[src/rtl/pwm_meas.sv]
// pwm_meas: APB-accessible PWM high-time and period measurement unit
module pwm_meas #(
  parameter int CNT_W = 32
) (
  input  logic        PCLK,
  input  logic        PRESETn,
  input  logic        PSELPWM,
  input  logic        PENABLE,
  input  logic        PWRITE,
  input  logic [3:2]  PADDR,
  input  logic [31:0] PWDATA,
  output logic [31:0] PRDATA,
  input  logic        PWM_IN,
  output logic        INTpwm
);
  typedef enum logic [1:0] {IDLE, ARM, HI, LO} state_t;
  localparam logic [CNT_W-1:0] ONE = CNT_W'(1);
  state_t state_q;
  logic [4:0] ctrl_q, ctrl_d;
  logic done_q, done_d, ovf_q, ovf_d;
  logic sync1_q, sync2_q, lvl_q;
  logic [CNT_W-1:0] cnt_q, hi_cap_q, high_q, period_q;
  logic wr, rd, wr_ctrl, wr_stat, lvl, rise, fall, busy, kill, ovf_hit, done_hit;
  logic unused_wdata;
  assign unused_wdata = ^PWDATA[31:5];
  assign wr = PSELPWM & PENABLE & PWRITE;
  assign rd = PSELPWM & PENABLE & ~PWRITE;
  assign wr_ctrl = wr & (PADDR == 2'd0);
  assign wr_stat = wr & (PADDR == 2'd1);
  assign lvl = sync2_q ^ ctrl_q[2];
  assign rise = lvl & ~lvl_q;
  assign fall = ~lvl & lvl_q;
  assign busy = state_q != IDLE;
  // disabling, or flipping polarity mid-measurement, abandons the current period
  assign kill = wr_ctrl & (~PWDATA[0] | (ctrl_q[0] & busy & (PWDATA[2] ^ ctrl_q[2])));
  assign ovf_hit = (state_q == HI || state_q == LO) & (&cnt_q) & ~kill;
  assign done_hit = (state_q == LO) & rise & ~(&cnt_q) & ~kill;
  assign ctrl_d = wr_ctrl ? PWDATA[4:0] : {ctrl_q[4:1], ctrl_q[0] & ~(done_hit & ctrl_q[3])};
  assign done_d = (done_q & ~(wr_stat & PWDATA[0])) | done_hit;
  assign ovf_d = (ovf_q & ~(wr_stat & PWDATA[1])) | ovf_hit;
  assign INTpwm = (done_q & ctrl_q[1]) | (ovf_q & ctrl_q[4]);
  assign PRDATA = !rd ? 32'h0 :
                  PADDR == 2'd0 ? {27'h0, ctrl_q} :
                  PADDR == 2'd1 ? {28'h0, lvl, busy, ovf_q, done_q} :
                  PADDR == 2'd2 ? 32'(high_q) : 32'(period_q);
  always_ff @(posedge PCLK) begin
    if (!PRESETn) begin
      state_q <= IDLE;
      ctrl_q <= '0;
      done_q <= 1'b0;
      ovf_q <= 1'b0;
      sync1_q <= 1'b0;
      sync2_q <= 1'b0;
      lvl_q <= 1'b0;
      cnt_q <= '0;
      hi_cap_q <= '0;
      high_q <= '0;
      period_q <= '0;
    end else begin
      sync1_q <= PWM_IN;
      sync2_q <= sync1_q;
      // edge reference follows the new polarity so a POL write creates no false edge
      lvl_q <= sync2_q ^ ctrl_d[2];
      ctrl_q <= ctrl_d;
      done_q <= done_d;
      ovf_q <= ovf_d;
      if (done_hit) begin
        high_q <= hi_cap_q;
        period_q <= cnt_q;
      end
      if (!ctrl_d[0]) begin
        state_q <= IDLE;
        cnt_q <= '0;
        hi_cap_q <= '0;
      end else if (kill || ovf_hit) begin
        state_q <= ARM;
        cnt_q <= '0;
      end else begin
        case (state_q)
          IDLE: state_q <= ARM;
          ARM: if (rise) begin
            cnt_q <= ONE;
            state_q <= HI;
          end
          HI: begin
            cnt_q <= cnt_q + ONE;
            if (fall) begin
              hi_cap_q <= cnt_q;
              state_q <= LO;
            end
          end
          default: if (rise) begin
            cnt_q <= ONE;
            state_q <= ctrl_q[3] ? IDLE : HI;
          end else cnt_q <= cnt_q + ONE;
        endcase
      end
    end
  end
endmodule

[config.mk]
export PLATFORM = sky130hd
export DESIGN_NAME = pwm_meas
export DESIGN_NICKNAME = d
export VERILOG_FILES = /design/src/rtl/pwm_meas.sv
export SDC_FILE = /design/constraint.sdc
export NUM_CORES = 1
export LEC_CHECK = 0
export ABC_AREA = 0
export BUFFER_PORTS_ARGS = -buffer_cell sky130_fd_sc_hd__buf_2
export CORE_UTILIZATION = 40
export CTS_BUF_LIST = sky130_fd_sc_hd__clkbuf_2
export CTS_CLUSTER_SIZE = 25
export DETAILED_ROUTE_END_ITERATION = 10
export SLEW_MARGIN = 40
export SYNTH_ARGS = -nofsm -noshare
export SYNTH_HDL_FRONTEND = slang
export SYNTH_SLANG_ARGS = --single-unit
[constraint.sdc]
create_clock -name PCLK -period 2.11 [get_ports PCLK]
set_input_delay 0.211 -clock PCLK [delete_from_list [all_inputs] [get_ports PCLK]]
set_output_delay 0.211 -clock PCLK [all_outputs]
set_load 0.02 [all_outputs]
==> run metrics, run 1 <==
largest net degree at the start of global routing 132; Arrival @ worst endpoint 2.21 ns; top_reg_cell synth dfxtp_1; insertion delay to the later sink of the worst-skew pair 0.75 ns; Initial Util 41.1%; GRT Total Usage 22.7%; busiest grt layer met2; Post-synth EDFFs 0; final setup fails 130; Mapped Cells 782; Post-Syn Area per Cell 8.78 um2; top cells by area, synth dfxtp_1 (41%), mux2i_1 (14%), nand2_1 (8.3%); TritonCTS Buffers 17; Final Hold Fails 0; worst hold stages 5; crit path kind register to primary output; M2 GR Usage 36.3%; f_max 414 MHz; IO buf count 45; worst clock skew 0.0291 ns; placed cell area 0.00778 mm2; Final nets 992; GR Overflow Total 0; Critical Path Fanout Max 2; clock-pin slew on the worst setup and hold paths 0.20 ns; pre-CTS setup slack -0.153 ns; ANT nets after route 0; status complete, but fails checks; Hold WC Path Type input pin to register; register area share after synthesis 40.8%; first-pass GRT wire length 31400 um; kind of start point of the critical path register; worst slew pin tran 0.661 ns; P per Cell Area 467 mW/mm2; vias in the first global route 6129; Max-slew headroom 56.0%; DR vias/cell 5.45; Final min period 2.42 ns; CTS Buffer Depth 2; Final Hold Slack 0.0581 ns; Mapped Nets 827; initial DRC count 416; DR vias 6426; Synth Register Bits 140; Final Util 61.1%; Filler Cells Inserted 1383; unrepaired setup endpoints after global routing true; GP Congestion 0.837; Clock H-tree levels 4; Post-synth ARST share 0%; Setup WS post-layout -0.306 ns; placement row count 47; Unique masters post-synth 51; flop2flop setup slack -0.21 ns; maxcap violations 0; Core Box Area 0.0167 mm2; Critical Path RT 1.90 ns; Num Clock Sinks 140; antenna violations before repair 1; Synth Warn # 0; TritonRoute pass-1 iters 5; synth cell count leaders nand2_1 (152), dfxtp_1 (140), mux2i_1 (93); count leader, synth nand2_1; final wirelength 21600 um; Syn-to-layout area delta 48.6%; layout cells sized above 1 39.8%; CTS tree yes; Final Cell Area 0.0102 mm2; failing checks negative setup slack; DR DRC count 0; wire per inst 18.3 um; top-area cell type share of the netlist area 40.8%; met3 Track Usage GR 4.71%; largest area contributor in the netlist dfxtp_1; die area 0.0177 mm2; Die X 133 um; reg2reg path depth 8; Die Span Y 133 um; met1 Use GR 29.9%; Pleak 3.43 nW; Worst Setup End Kind primary output; Final HPWL DP 10400 um; Root Buffer clkbuf_2; Final period util 115%; Slew Limit Fails 0; VDD IR max 0.000356 V; Synth Cell Area 0.00687 mm2; # IOs 73
## cells in the final DEF (no fill, tap or decap), types with 7 or more instances in the layout
master	synthesis	layout
and4_1	7	7
inv_1	13	10
a21oi_2	0	33
nand4_1	7	7
a21oi_1	42	9
mux2i_1	93	93
buf_12	0	17
buf_4	1	80
o31ai_1	34	9
clkbuf_16	0	10
nand3_1	12	10
dfxtp_2	0	12
nor3_1	15	14
nor2_2	0	19
nand2_1	152	151
xnor2_1	29	27
nor2_4	0	7
buf_6	11	25
dfxtp_1	140	126
buf_2	10	42
o31ai_2	0	8
or4b_4	0	28
clkbuf_2	0	17
o31ai_4	0	17
nor2_1	72	46
buf_16	0	11
dlygate4sd3_1	0	16
## flip-flops by register name, summed over array words and instances, names as in the netlist
register	flops
sync1_q	1
sync2_q	1
state_q	2
lvl_q	1
cnt_q	32
period_q	32
high_q	32
done_q	1
ovf_q	1
hi_cap_q	32
ctrl_q	5
## stage by stage
stage	TNS (ns)	cells	power, mW
6_report	-12.95	1180	4.77
5_1_grt	-19.20	1180	4.95
4_1_cts	-5.30	1156	4.79
3_5_place_dp	-7.90	1065	2.87
3_3_place_gp	-6.84	1065	2.87
2_1_floorplan	-0.158	782	2.81
## kinds of logic (layout without fill, tap and decap cells)
group | after synthesis | count (layout) | share of synthesized area [%]
AND/OR/NAND/NOR | 335 | 335 | 24.5
buffers and inverters | 74 | 251 | 5.48
flip-flops | 140 | 140 | 40.8
other | 0 | 1 | 0
multiplexers | 98 | 98 | 15.0
AO/OA/AOI/OAI | 98 | 98 | 9.18
XOR/XNOR | 32 | 32 | 4.08
adder cells (fa/ha/maj) | 5 | 5 | 0.911
## final timing paths
check / startpoint / endpoint
max: state_q[1] / PRDATA[2]
min: PADDR[2] / ovf_q
max reg2reg: cnt_q[15] / cnt_q[23]
min reg2reg: hi_cap_q[8] / high_q[8]
## power by group
group / total, mW / internal (mW) / leakage (nW) / switching [mW]
clock network: 1.88 / 0.873 / 0.156 / 1.01
logic: 0.232 / 0.0975 / 2.14 / 0.135
registers: 2.65 / 2.65 / 1.14 / 0.00384
## worst max-delay path, stage by stage (launching register included)
cell and delay [ns]:
dfxtp_2 0.37, inv_2 0.07, ha_4 0.13, inv_2 0.04, buf_6 0.10, mux4_2 0.46
nor2b_4 0.15, buf_6 0.13
## per-layer routing
layer	vias up	wire length, um
met5	-	0
met4	0	533
met3	42	874
met2	165	10200
met1	3127	9990
li1	3092	-
## area by class of cell
class	count	area, um2	share of cell area (%)
diodes	1	2.50	0.0245
clock buffers	17	85.1	0.834
clock inverters	14	201	1.97
inverters	13	48.8	0.478
multi-input cells	568	4530	44.4
flip-flops and latches	140	2830	27.7
well taps	220	275	2.70
repair buffers	207	2240	21.9
## what timing repair did
item | in CTS | in global routing
pin swaps | 73 | 72
hold endpoints to repair | 8 | 0
endpoints found under the setup margin | 113 | 137
hold buffers | 16 | 0
setup buffers | 34 | 15
gates resized for setup | 144 | 102
gates cloned | 12 | 13
Note: power is estimated with default switching activity, not from simulation.
==> inputs of run 2 (changes only) <==
--- a/config.mk
+++ b/config.mk
@@ -7,10 +7,12 @@
 export LEC_CHECK = 0
 export ABC_AREA = 0
 export BUFFER_PORTS_ARGS = -buffer_cell sky130_fd_sc_hd__buf_2
+export CORE_ASPECT_RATIO = 0.6
 export CORE_UTILIZATION = 40
 export CTS_BUF_LIST = sky130_fd_sc_hd__clkbuf_2
 export CTS_CLUSTER_SIZE = 25
 export DETAILED_ROUTE_END_ITERATION = 10
+export MAX_ROUTING_LAYER = met4
 export SLEW_MARGIN = 40
 export SYNTH_ARGS = -nofsm -noshare
 export SYNTH_HDL_FRONTEND = slang
==> run metrics, run 2 (synthesized netlist as in run 1, its figures left out) <==
status complete, but fails checks; failing checks negative setup slack; worst r2r src state_q[0]; TritonRoute pass-1 iters 5 (unchanged); worst slew pin tran 0.621 ns (-0.0397 ns); Hold Path End ovf_q; GRT Total Usage 25.0% (+2.3 points); placement row count 36 (-23%); Hold WC Path Type input pin to register; n_diodes 0 (-1); Final Hold Slack 0.106 ns (+0.0484 ns); Slew Limit Fails 0 (unchanged); largest net degree at the start of global routing 132 (unchanged); Worst Setup End Kind primary output; Die X 171 um (+29%); Core Box Area 0.0165 mm2 (-1.3%); worst hold path startpoint PWRITE; VDD IR max 0.000348 V (-2.3%); flop2flop setup slack -0.30 ns (-0.09 ns); Syn-to-layout area delta 44.3%; unrepaired setup endpoints after global routing true; Final Cell Area 0.00991 mm2 (-2.9%); Int Pwr 3.41 mW (-5.9%); Clock H-tree levels 4 (unchanged); commonest non-fill, non-tap cell in the layout nand2_1; Die Span Y 103 um (-22%); # IOs 73 (unchanged); worst clock skew 0.0484 ns (+0.0193 ns); antenna violations before repair 0 (-1); wire per inst 18.3 um (+0.29%); Critical Path RT 1.90 ns (about the same); Pleak 3.30 nW (-3.6%); ANT nets after route 0 (unchanged); die area 0.0177 mm2 (about the same); reported net switching power 1.20 mW (+4.8%); Final HPWL DP 11500 um (+10%); commonest cells after routing, fill and taps aside nand2_1 (151), dfxtp_1 (122), mux2i_1 (92); Critical Path Fanout Max 2 (unchanged); DR vias/cell 5.32 (-2.3%); clock-pin slew on the worst setup and hold paths 0.21 ns (about the same); Num Clock Sinks 140 (unchanged); Arrival @ worst endpoint 2.20 ns (about the same); crit path kind register to primary output; Net Sw Frac 26.0% (+2.0 points); GR Overflow Total 0 (unchanged); insertion delay to the later sink of the worst-skew pair 0.71 ns (-0.04 ns); placed cell area 0.00780 mm2 (+0.23%); Final nets 985 (-0.71%); kind of start point of the critical path register; first-pass GRT wire length 32600 um (+3.8%); IO buf count 45 (unchanged); layout cells sized above 1 39.2% (-0.59 points); maxcap violations 0 (unchanged); final setup fails 130 (unchanged); CTS Buffer Depth 2 (unchanged); Gate power share 4.9% (about the same); vias in the first global route 5851 (-4.5%); Seq pwr share 57.7% (+2.0 points); initial DRC count 467 (+12%); DR DRC count 0 (unchanged); Final period util 114% (-0.16 points); Worst R2R End high_q[14]; final wirelength 21600 um (+0.37%); worst hold stages 6 (+1); TritonCTS Buffers 17 (unchanged); f_max 414 MHz (+0.14%); reg2reg path depth 12 (+4); Setup WS post-layout -0.303 ns (+0.00329 ns); P per Cell Area 465 mW/mm2 (-0.46%); GP Congestion 0.843 (+0.77%); Max-slew headroom 58.6% (+2.6 points); DR vias 6283 (-2.2%); CTS tree yes; Final min period 2.41 ns (-0.00329 ns); Root Buffer clkbuf_2; Initial Util 41.7% (+0.54 points); Final Hold Fails 0 (unchanged); power share of the clock group 37.4% (-2.0 points)
## run 2: cell count changes in the layout (fill, tap and decap cells not counted), moves of 3 or more
cell,change
dfxtp_1,-4
clkbuf_16,-6
clkinv_1,-3
buf_12,-4
o31ai_1,+9
nor2_4,+13
clkinv_2,+3
o31ai_4,-7
clkinv_4,+4
buf_6,+6
dfxtp_2,+6
nor2_2,-14
## run 2: worst max-delay path by stage
| stage | startpoint | to | cells after the start |
|---|---|---|---|
| after CTS | state_q[1] | PRDATA[2] | 7 |
| after floorplan | state_q[0] | hi_cap_q[10] | 9 |
| final | state_q[0] | PRDATA[2] | 7 |
| after global placement | cnt_q[15] | hi_cap_q[16] | 7 |
| after global routing | state_q[1] | PRDATA[2] | 7 |
| after detailed placement | cnt_q[15] | hi_cap_q[20] | 7 |
## run 2: power groups by stage
stage	Sequential [mW]	Combinational [mW]	Clock, mW
after floorplan	2.71	0.103	0
after global placement	2.71	0.160	0
after detailed placement	2.71	0.162	0
after CTS	2.66	0.205	1.75
after global routing	2.66	0.242	1.87
final	2.66	0.228	1.72
## run 2: cell type report
type | count | area (um2)
fill | 1427 | 6580
multi-input combinational | 568 | 4440
inverter | 13 | 51.3
sequential | 140 | 2830
timing repair buffer | 200 | 2050
tap | 228 | 285
clock buffer | 17 | 85.1
clock inverter | 15 | 174
## run 2: stage by stage
step | cells | utilization [%] | setup TNS, ns | setup WS (ns) | power (mW)
4_1_cts | 1175 | 57.8 | -11.31 | -0.363 | 4.61
5_1_grt | 1181 | 60.1 | -35.44 | -0.411 | 4.77
3_3_place_gp | 1079 | 47.3 | -9.62 | -0.139 | 2.87
3_5_place_dp | 1079 | 47.3 | -13.54 | -0.177 | 2.87
6_report | 1181 | 60.1 | -26.86 | -0.303 | 4.61
2_1_floorplan | 782 | - | -0.158 | -0.00791 | 2.81
## run 2: timing repair
action / 4_1_cts / 5_1_grt
setup endpoints to repair: 133 / 142
setup buffers: 35 / 11
hold endpoints to repair: 8 / 0
hold buffers: 14 / 0
resized for setup: 153 / 96
gates cloned: 16 / 3
pin swaps: 79 / 72
## run 2: worst max-delay path, stage by stage (launching register included)
cell	delay [ns]
dfxtp_2	0.37
inv_2	0.07
ha_4	0.15
inv_4	0.03
buf_6	0.10
mux4_2	0.48
nor2b_1	0.15
buf_4	0.16
## run 2: per-layer routing
metal | up-vias | share of wire, % | track usage [%]
met3 | 24 | 5.5 | 4.11
met2 | 186 | 41 | 35.1
met4 | 0 | 1.1 | 5.29
met5 | - | 0 | -
li1 | 3079 | - | -
met1 | 2994 | 52 | 37.1
